<file path="config.mk">
export PLATFORM = sky130hd
export DESIGN_NAME = adder_tree_pipe_flat
export DESIGN_NICKNAME = d
export VERILOG_FILES = /design/src/rtl/adder_tree_pipe_if.sv /design/src/rtl/adder_tree_pipe.sv /design/src/flat_wrapper.sv
export SDC_FILE = /design/constraint.sdc
export NUM_CORES = 1
export LEC_CHECK = 0
export BUFFER_PORTS_ARGS = -buffer_cell sky130_fd_sc_hd__buf_4
export CELL_PAD_IN_SITES_DETAIL_PLACEMENT = 0
export CELL_PAD_IN_SITES_GLOBAL_PLACEMENT = 1
export CORE_MARGIN = 2
export CORE_UTILIZATION = 30
export DETAILED_ROUTE_END_ITERATION = 10
export PLACE_DENSITY_LB_ADDON = 0.1
export SYNTH_ARGS = -nofsm -noshare
export SYNTH_HDL_FRONTEND = slang
export SYNTH_SLANG_ARGS = --single-unit
</file>
<file path="constraint.sdc">
create_clock -name clk -period 15.3 [get_ports clk]
set_input_delay 1.53 -clock clk [delete_from_list [all_inputs] [get_ports clk]]
set_output_delay 1.53 -clock clk [all_outputs]
set_load 0.02 [all_outputs]
</file>
<file path="src/rtl/adder_tree_pipe_if.sv">
// Stream bundle for adder_tree_pipe: product beats in, reduced/clamped results out.
// The slave modport is the adder tree; the master modport is whoever feeds and drains it.
interface adder_tree_pipe_if #(
  parameter int NUM_TERMS    = 9,
  parameter int DATA_WIDTH   = 8,
  parameter int WEIGHT_WIDTH = 8,
  parameter int OUT_WIDTH    = 8,
  parameter int SHIFT_W      = 4
);
  localparam int PROD_W = DATA_WIDTH + WEIGHT_WIDTH;
  localparam int LEVELS = $clog2(NUM_TERMS);
  localparam int SUM_W  = PROD_W + LEVELS;

  logic                        in_valid;
  logic                        in_ready;
  logic [NUM_TERMS*PROD_W-1:0] in_data;
  logic                        in_signed;
  logic [SHIFT_W-1:0]          in_shift;
  logic                        in_relu;
  logic                        out_valid;
  logic                        out_ready;
  logic [SUM_W-1:0]            out_sum;
  logic [OUT_WIDTH-1:0]        out_data;
  logic                        out_sat;

  modport slave (
    input  in_valid, in_data, in_signed, in_shift, in_relu, out_ready,
    output in_ready, out_valid, out_sum, out_data, out_sat
  );

  modport master (
    output in_valid, in_data, in_signed, in_shift, in_relu, out_ready,
    input  in_ready, out_valid, out_sum, out_data, out_sat
  );
endinterface

</file>
<file path="src/rtl/adder_tree_pipe.sv">
// Fully pipelined NUM_TERMS-way product reducer: pairwise add tree, rounding right
// shift, optional ReLU, clamp to OUT_WIDTH and a saturating count of clamped results.
module adder_tree_pipe #(
  parameter int NUM_TERMS    = 9,
  parameter int DATA_WIDTH   = 8,
  parameter int WEIGHT_WIDTH = 8,
  parameter int OUT_WIDTH    = 8,
  parameter int SHIFT_W      = 4
) (
  input  logic                    clk,
  input  logic                    rst,
  adder_tree_pipe_if.slave        bus,
  input  logic                    sat_clear,
  output logic [15:0]             sat_count
);
  localparam int PROD_W = DATA_WIDTH + WEIGHT_WIDTH;
  localparam int LEVELS = $clog2(NUM_TERMS);
  localparam int SUM_W  = PROD_W + LEVELS;
  localparam int EXT_W  = SUM_W + 1;
  localparam int VEC_W  = NUM_TERMS * SUM_W;

  localparam logic signed [EXT_W-1:0] S_MAX = {{(EXT_W-OUT_WIDTH+1){1'b0}}, {(OUT_WIDTH-1){1'b1}}};
  localparam logic signed [EXT_W-1:0] S_MIN = {{(EXT_W-OUT_WIDTH+1){1'b1}}, {(OUT_WIDTH-1){1'b0}}};
  localparam logic        [EXT_W-1:0] U_MAX = {{(EXT_W-OUT_WIDTH){1'b0}}, {OUT_WIDTH{1'b1}}};

  function automatic logic [SUM_W-1:0] extend_term(input logic [PROD_W-1:0] p, input logic sgn);
    logic [SUM_W-1:0] r;
    if (sgn) begin
      r = SUM_W'($signed(p));
    end else begin
      r = SUM_W'(p);
    end
    return r;
  endfunction

  function automatic int terms_at(input int l);
    return (NUM_TERMS + (1 << l) - 1) >> l;
  endfunction

  // Terms are kept pre-extended to SUM_W, so a pass-through term needs no further widening.
  function automatic logic [VEC_W-1:0] reduce_pairs(input logic [VEC_W-1:0] v, input int n_in);
    logic [VEC_W-1:0] r;
    int a;
    int b;
    r = '0;
    for (int j = 0; j < NUM_TERMS; j++) begin
      a = (2*j < NUM_TERMS) ? 2*j : 0;
      b = (2*j+1 < NUM_TERMS) ? 2*j+1 : 0;
      if (2*j+1 < n_in) begin
        r[j*SUM_W +: SUM_W] = v[a*SUM_W +: SUM_W] + v[b*SUM_W +: SUM_W];
      end else if (2*j < n_in) begin
        r[j*SUM_W +: SUM_W] = v[a*SUM_W +: SUM_W];
      end else begin
        r[j*SUM_W +: SUM_W] = '0;
      end
    end
    return r;
  endfunction

  logic               rst_meta_r;
  logic               rst_sync_r;
  logic               advance_s;
  logic               accept_s;
  logic [VEC_W-1:0]   lvl_r [LEVELS+1];
  logic [LEVELS:0]    vld_r;
  logic [LEVELS:0]    sgn_r;
  logic [LEVELS:0]    relu_r;
  logic [SHIFT_W-1:0] shf_r [LEVELS+1];

  logic [SUM_W-1:0]     tree_sum_s;
  logic [EXT_W-1:0]     ext_s;
  logic [EXT_W-1:0]     rnd_s;
  logic [EXT_W-1:0]     pre_s;
  logic [EXT_W-1:0]     shr_s;
  logic [OUT_WIDTH-1:0] clamp_s;
  logic                 sat_s;

  logic                 out_valid_r;
  logic [SUM_W-1:0]     out_sum_r;
  logic [OUT_WIDTH-1:0] out_data_r;
  logic                 out_sat_r;

  // Reset asserts immediately but releases only on a clock edge.
  always_ff @(posedge clk or posedge rst) begin
    if (rst) begin
      rst_meta_r <= 1'b1;
      rst_sync_r <= 1'b1;
    end else begin
      rst_meta_r <= 1'b0;
      rst_sync_r <= rst_meta_r;
    end
  end

  assign advance_s    = !out_valid_r || bus.out_ready;
  assign bus.in_ready = advance_s && !rst_sync_r;
  assign accept_s     = bus.in_valid && bus.in_ready;

  // Input capture plus the pairwise add levels; every stage moves in lockstep on advance.
  always_ff @(posedge clk or posedge rst_sync_r) begin
    if (rst_sync_r) begin
      for (int l = 0; l <= LEVELS; l++) begin
        lvl_r[l] <= '0;
        shf_r[l] <= '0;
      end
      vld_r  <= '0;
      sgn_r  <= '0;
      relu_r <= '0;
    end else if (advance_s) begin
      for (int k = 0; k < NUM_TERMS; k++) begin
        lvl_r[0][k*SUM_W +: SUM_W] <= extend_term(bus.in_data[k*PROD_W +: PROD_W], bus.in_signed);
      end
      vld_r[0]  <= accept_s;
      sgn_r[0]  <= bus.in_signed;
      shf_r[0]  <= bus.in_shift;
      relu_r[0] <= bus.in_relu;
      for (int l = 1; l <= LEVELS; l++) begin
        lvl_r[l]  <= reduce_pairs(lvl_r[l-1], terms_at(l-1));
        vld_r[l]  <= vld_r[l-1];
        sgn_r[l]  <= sgn_r[l-1];
        shf_r[l]  <= shf_r[l-1];
        relu_r[l] <= relu_r[l-1];
      end
    end
  end

  assign tree_sum_s = lvl_r[LEVELS][SUM_W-1:0];

  // Round-half-up shift at one guard bit above SUM_W, then ReLU and clamp.
  always_comb begin
    if (sgn_r[LEVELS]) begin
      ext_s = EXT_W'($signed(tree_sum_s));
    end else begin
      ext_s = EXT_W'(tree_sum_s);
    end
    if (shf_r[LEVELS] == '0) begin
      rnd_s = '0;
    end else begin
      rnd_s = EXT_W'(1'b1) << (shf_r[LEVELS] - SHIFT_W'(1));
    end
    pre_s = ext_s + rnd_s;
    if (sgn_r[LEVELS]) begin
      shr_s = EXT_W'($signed(pre_s) >>> shf_r[LEVELS]);
    end else begin
      shr_s = pre_s >> shf_r[LEVELS];
    end
    sat_s = 1'b0;
    if (sgn_r[LEVELS] && relu_r[LEVELS] && shr_s[EXT_W-1]) begin
      clamp_s = '0;
    end else if (sgn_r[LEVELS]) begin
      if ($signed(shr_s) > S_MAX) begin
        clamp_s = S_MAX[OUT_WIDTH-1:0];
        sat_s   = 1'b1;
      end else if ($signed(shr_s) < S_MIN) begin
        clamp_s = S_MIN[OUT_WIDTH-1:0];
        sat_s   = 1'b1;
      end else begin
        clamp_s = shr_s[OUT_WIDTH-1:0];
      end
    end else begin
      if (shr_s > U_MAX) begin
        clamp_s = U_MAX[OUT_WIDTH-1:0];
        sat_s   = 1'b1;
      end else begin
        clamp_s = shr_s[OUT_WIDTH-1:0];
      end
    end
  end

  // Output register; holds its contents while downstream stalls.
  always_ff @(posedge clk or posedge rst_sync_r) begin
    if (rst_sync_r) begin
      out_valid_r <= 1'b0;
      out_sum_r   <= '0;
      out_data_r  <= '0;
      out_sat_r   <= 1'b0;
    end else if (advance_s) begin
      out_valid_r <= vld_r[LEVELS];
      out_sum_r   <= tree_sum_s;
      out_data_r  <= clamp_s;
      out_sat_r   <= sat_s;
    end
  end

  assign bus.out_valid = out_valid_r;
  assign bus.out_sum   = out_sum_r;
  assign bus.out_data  = out_data_r;
  assign bus.out_sat   = out_sat_r;

  // Clear wins over a coincident saturated transfer; the count sticks at all-ones.
  always_ff @(posedge clk or posedge rst_sync_r) begin
    if (rst_sync_r) begin
      sat_count <= 16'h0000;
    end else if (sat_clear) begin
      sat_count <= 16'h0000;
    end else if (out_valid_r && bus.out_ready && out_sat_r && (sat_count != 16'hFFFF)) begin
      sat_count <= sat_count + 16'h0001;
    end
  end
endmodule

</file>
<file path="src/flat_wrapper.sv">
// flat-port wrapper written by rule: the top's interface ports become plain ports
module adder_tree_pipe_flat 
#(
  parameter int NUM_TERMS    = 9,
  parameter int DATA_WIDTH   = 8,
  parameter int WEIGHT_WIDTH = 8,
  parameter int OUT_WIDTH    = 8,
  parameter int SHIFT_W      = 4
)
  (clk, rst, sat_clear, sat_count, bus_in_valid, bus_in_data, bus_in_signed, bus_in_shift, bus_in_relu, bus_out_ready, bus_in_ready, bus_out_valid, bus_out_sum, bus_out_data, bus_out_sat);
  adder_tree_pipe_if #(.NUM_TERMS(NUM_TERMS), .DATA_WIDTH(DATA_WIDTH), .WEIGHT_WIDTH(WEIGHT_WIDTH), .OUT_WIDTH(OUT_WIDTH), .SHIFT_W(SHIFT_W)) bus_i ();
  input  logic clk;
  input  logic rst;
  input  logic sat_clear;
  output logic [15:0] sat_count;
  input wire logic [$bits(bus_i.in_valid)-1:0] bus_in_valid;
  input wire logic [$bits(bus_i.in_data)-1:0] bus_in_data;
  input wire logic [$bits(bus_i.in_signed)-1:0] bus_in_signed;
  input wire logic [$bits(bus_i.in_shift)-1:0] bus_in_shift;
  input wire logic [$bits(bus_i.in_relu)-1:0] bus_in_relu;
  input wire logic [$bits(bus_i.out_ready)-1:0] bus_out_ready;
  output wire logic [$bits(bus_i.in_ready)-1:0] bus_in_ready;
  output wire logic [$bits(bus_i.out_valid)-1:0] bus_out_valid;
  output wire logic [$bits(bus_i.out_sum)-1:0] bus_out_sum;
  output wire logic [$bits(bus_i.out_data)-1:0] bus_out_data;
  output wire logic [$bits(bus_i.out_sat)-1:0] bus_out_sat;
  assign bus_i.in_valid = bus_in_valid;
  assign bus_i.in_data = bus_in_data;
  assign bus_i.in_signed = bus_in_signed;
  assign bus_i.in_shift = bus_in_shift;
  assign bus_i.in_relu = bus_in_relu;
  assign bus_i.out_ready = bus_out_ready;
  assign bus_in_ready = bus_i.in_ready;
  assign bus_out_valid = bus_i.out_valid;
  assign bus_out_sum = bus_i.out_sum;
  assign bus_out_data = bus_i.out_data;
  assign bus_out_sat = bus_i.out_sat;
  adder_tree_pipe #(.NUM_TERMS(NUM_TERMS), .DATA_WIDTH(DATA_WIDTH), .WEIGHT_WIDTH(WEIGHT_WIDTH), .OUT_WIDTH(OUT_WIDTH), .SHIFT_W(SHIFT_W)) u_core (.clk(clk), .rst(rst), .bus(bus_i), .sat_clear(sat_clear), .sat_count(sat_count));
endmodule
</file>
==> summary.md <==
The wire length of the first global-routing pass was 130000 um. The library cell contributing the largest single delay on the critical path is dfrtp_1. The clock network fraction of design power was 0.175; the maximum operating frequency was 0.146 GHz. The peak per-stage delay on the critical path is 0.83 ns, and the number of instances in the synthesized netlist is 3095.

Summed over all layers, the routed wires come to 82500 um. The logs give 0.430 for the sequential fraction of the synthesis area and 9003 for the number of filler instances in the final layout. The number of nets at the end of the flow came out at 3559. The mean routed wirelength per cell works out to 18.6 um. The worst hold path belongs to the class reg2reg. The critical path goes through clkinv_1, nand2_1, nor2_1, ha_1, a211oi_1, o211ai_1, and2_1, o32ai_1, a211oi_1, a21oi_1, mux2i_1, o21ai_0, nor4bb_1, a21oi_1, a221o_1.

Clock period minus final worst setup slack: 6.83 ns. Critical setup path kind: reg2reg. The power per unit of standard cell area works out to 245 nW/um2.

The clock tree synthesis step divided the H-tree into 2 levels. The cell sitting at the root of the clock tree is a clkbuf_16. The vertical extent of the die is 298 um, and the number of buffer cells added on primary ports is 201. Counting instances in the post-synthesis netlist gives the leading cell types as nand2_1 (908), dfrtp_1 (445), nor2_1 (235). Along the worst path, the maximum fanout reaches 19. The logs give 206 for the pin count of the biggest net entering global routing and 89 for the number of different library cells in the post-synthesis netlist. The congestion estimate from routability-driven global placement came to 0.820.

The number of antenna diodes in the final layout is 0. For this design, the CTS-stage hold fixing added 0 buffers. TritonCTS created 56 clock buffers. Timing analysis after detailed placement gives a worst setup slack of 8.37 ns. The worst register-to-register path ends at u_core.bus.out_data[5]. Once placement finished, the instance area stood at 28600 um2. The hold violation count in the final report is 0, and the flip-flop and latch area is 11200 um2.

The worst hold path terminates at u_core.rst_sync_r. By instance count, the leading cell after synthesis is nand2_1. The share of total power consumed by net switching came out at 0.457. After clock tree synthesis, the clock-pin slew on the worst setup and hold paths is 0.06 ns.

Among all flip-flop cells after synthesis, the most frequent one is dfrtp_1. The synthesized design contains 0 enable-type register cells. The total area of multi-input combinational cells is 13900 um2, and the number of warning messages in the yosys log is 0.

After layout, the design draws a total of 7.45 mW. In this run the post-CTS setup repair buffer count came out at 0. The proportion of synthesized flip-flops having asynchronous set or reset was 1.00; the iteration count of the initial detailed-routing pass was 5. The final worst clock skew was 0.0266 ns; the static leakage was 14.5 nW. After synthesis, the cell types taking the most area are dfrtp_1 (43%), nand2_1 (13%), ha_1 (7.7%). IR analysis of the VDD net gives a maximum drop of 0.120 mV. The startpoint identified for the worst register-to-register timing path is u_core.shf_r[2]. In this run the deepest clock path goes through 3 buffers.

The cell type group with the largest total delay on the critical path was compound AO/OA/AOI/OAI gates. The final total negative setup slack was 0 ns; the clock sink total was 447. The run finished with clean final reports. The clock reaches the later pin of the worst-skew pair after 0.62 ns.

Detailed routing inserted a total of 22000 vias. The area of all placed cells without fillers was 30400 um2. Element type at the critical path end: a flop.

The fraction of layout cells with a size suffix above 1 is 0.108. Once routing completed, OpenROAD measured the worst setup slack at 8.47 ns. The tools report the count of instances resized after the clock tree is built as 0.

The cell area that synthesis handed to floorplanning was 26000 um2. The tools report the data arrival at the endpoint of the critical path as 7.31 ns. Critical path required time: 15.78 ns. The final number of setup-violating endpoints was 0. The pin slew with the least headroom to its limit was 1.14 ns.

The share of the clock period used by the worst path after layout is 0.446, and the count of buffer and inverter cells on the critical path is 1. For this design the top-level I/O count stands at 202. The run gives 0.238 as the relative slew slack. Summed over all instances, the cell type with the most area after synthesis is dfrtp_1.

Averaged over all synthesized cells, the footprint is 8.41 um2. TritonCTS built the clock tree. The tools report the number of nets with antenna violations after routing as 0. The die covers 89100 um2. The vias per cell was 4.95. The logs give 8.47 ns for the flop-to-flop setup slack and 0 for the total DRC errors in the routed layout. For the starting density of the core, the log shows 0.301.

The internal power of the cells totals 4.04 mW. Row generation in the floorplan step produced 108 rows. The count of final max-slew check failures was 0. The area of the placeable core is 86300 um2, and the count of routing violations after the opening detailed-route iteration is 1226. For the via count of the first global-routing pass, the log shows 21900.

The startpoint kind of the worst setup timing path is a flop. The final HPWL from detailed placement was 60500 um. The floorplan step set the die width to 298 um. For the net switching power figure, the log shows 3.41 mW. For the sequential share of power, the log shows 0.278. Critical hold path startpoint: u_core.rst_meta_r.

For the global-route usage over all layers, the log shows 0.183. Max-cap violations in this run came to 0. Counting flops and latches in the post-synthesis netlist gives 447. Area share of the largest cell type after synthesis: 0.428. Setup repair after global routing left no endpoint under its margin. For the initial antenna violation count, the log shows 0. The number of cells on the worst reg-to-reg path is 15.

For this run the aggregate overflow at the end of global routing stands at 0. The part of the power in combinational logic came out at 0.547. The hold path depth works out to 0. Layout overhead on the synthesized area: 17.0%.
sequential cells by signal (all words and copies together), names as in the netlist:
signal / flops
u_core.lvl_r: 364
u_core.bus.out_sum: 20
u_core.shf_r: 20
u_core.sat_count: 16
u_core.bus.out_data: 8
u_core.relu_r: 5
u_core.sgn_r: 5
u_core.vld_r: 5
u_core.bus.out_sat: 1
u_core.bus.out_valid: 1
u_core.rst_meta_r: 1
u_core.rst_sync_r: 1
cells by family (layout without fill, tap and decap cells):
group / after synthesis / after routing / share of synthesized area
simple gates: 1454 / 1454 / 0.238
compound gates: 646 / 646 / 0.165
flops: 447 / 447 / 0.430
buf+inv: 247 / 429 / 0.0363
fa+ha+maj: 170 / 170 / 0.0843
xor+xnor: 103 / 103 / 0.0347
mux: 27 / 27 / 0.0120
other cells: 1 / 2 / 0.000144
cell usage in the layout, fill, tap and decap left out, drive strengths merged, types with 19 or more instances in the layout:
cell    netlist  final
a211oi       53     53
a21boi       23     23
a21o         32     32
a21oi       165    165
a31oi        19     19
and3         31     31
buf          25    222
clkbuf      117     87
dfrtp       445    445
ha          161    161
inv         103    105
mux2i        20     20
nand2       908    908
nand2b       20     20
nand3        68     68
nor2        235    235
nor3         52     52
o211ai       23     23
o21a         24     24
o21ai       142    142
o31ai        30     30
or3          27     27
xnor2        49     49
xor2         54     54
worst max path at each step:
stage / from / to / slack, ns / cells after the start
global route: u_core.shf_r[2] / u_core.bus.out_data[5] / 7.79 / 15
detailed placement: u_core.shf_r[2] / u_core.bus.out_data[4] / 8.37 / 15
global placement: u_core.shf_r[2] / u_core.bus.out_data[5] / 8.34 / 15
CTS: u_core.shf_r[2] / u_core.bus.out_data[4] / 8.31 / 15
finish: u_core.shf_r[2] / u_core.bus.out_data[5] / 8.47 / 15
floorplan: u_core.rst_sync_r / u_core.bus.out_data[0] / 2.57 / 1
routing by layer:
metal / wire [um] / track usage
met2: 38500 / 0.302
met1: 39700 / 0.256
met3: 2620 / 0.0225
met4: 1720 / 0.0410
met5: 0 / 0
power by group through the flow:
stage / Clock [mW] / Sequential (mW) / Combinational [mW]
floorplan: 0 / 1.94 / 2.96
global placement: 0 / 2.10 / 4.11
detailed placement: 0 / 2.11 / 4.11
CTS: 1.36 / 2.09 / 4.14
global route: 1.41 / 2.14 / 4.60
finish: 1.30 / 2.07 / 4.07
layout make-up:
type | instances | share of cell area
multi-input combinational | 2402 | 0.457
sequential | 447 | 0.368
timing repair buffer | 222 | 0.0560
clock buffer | 87 | 0.0532
tap | 1155 | 0.0475
inverter | 105 | 0.0132
clock inverter | 15 | 0.00571
metrics by stage:
step / hold slack (ns) / util / instances
CTS: 0.356 / 0.352 / 4433
floorplan: 0.345 / - / 3096
global placement: 0.347 / 0.332 / 4331
detailed placement: 0.347 / 0.332 / 4331
finish: 0.354 / 0.352 / 4433
global route: 0.364 / 0.352 / 4433
Note: power is estimated with default switching activity, not from simulation.
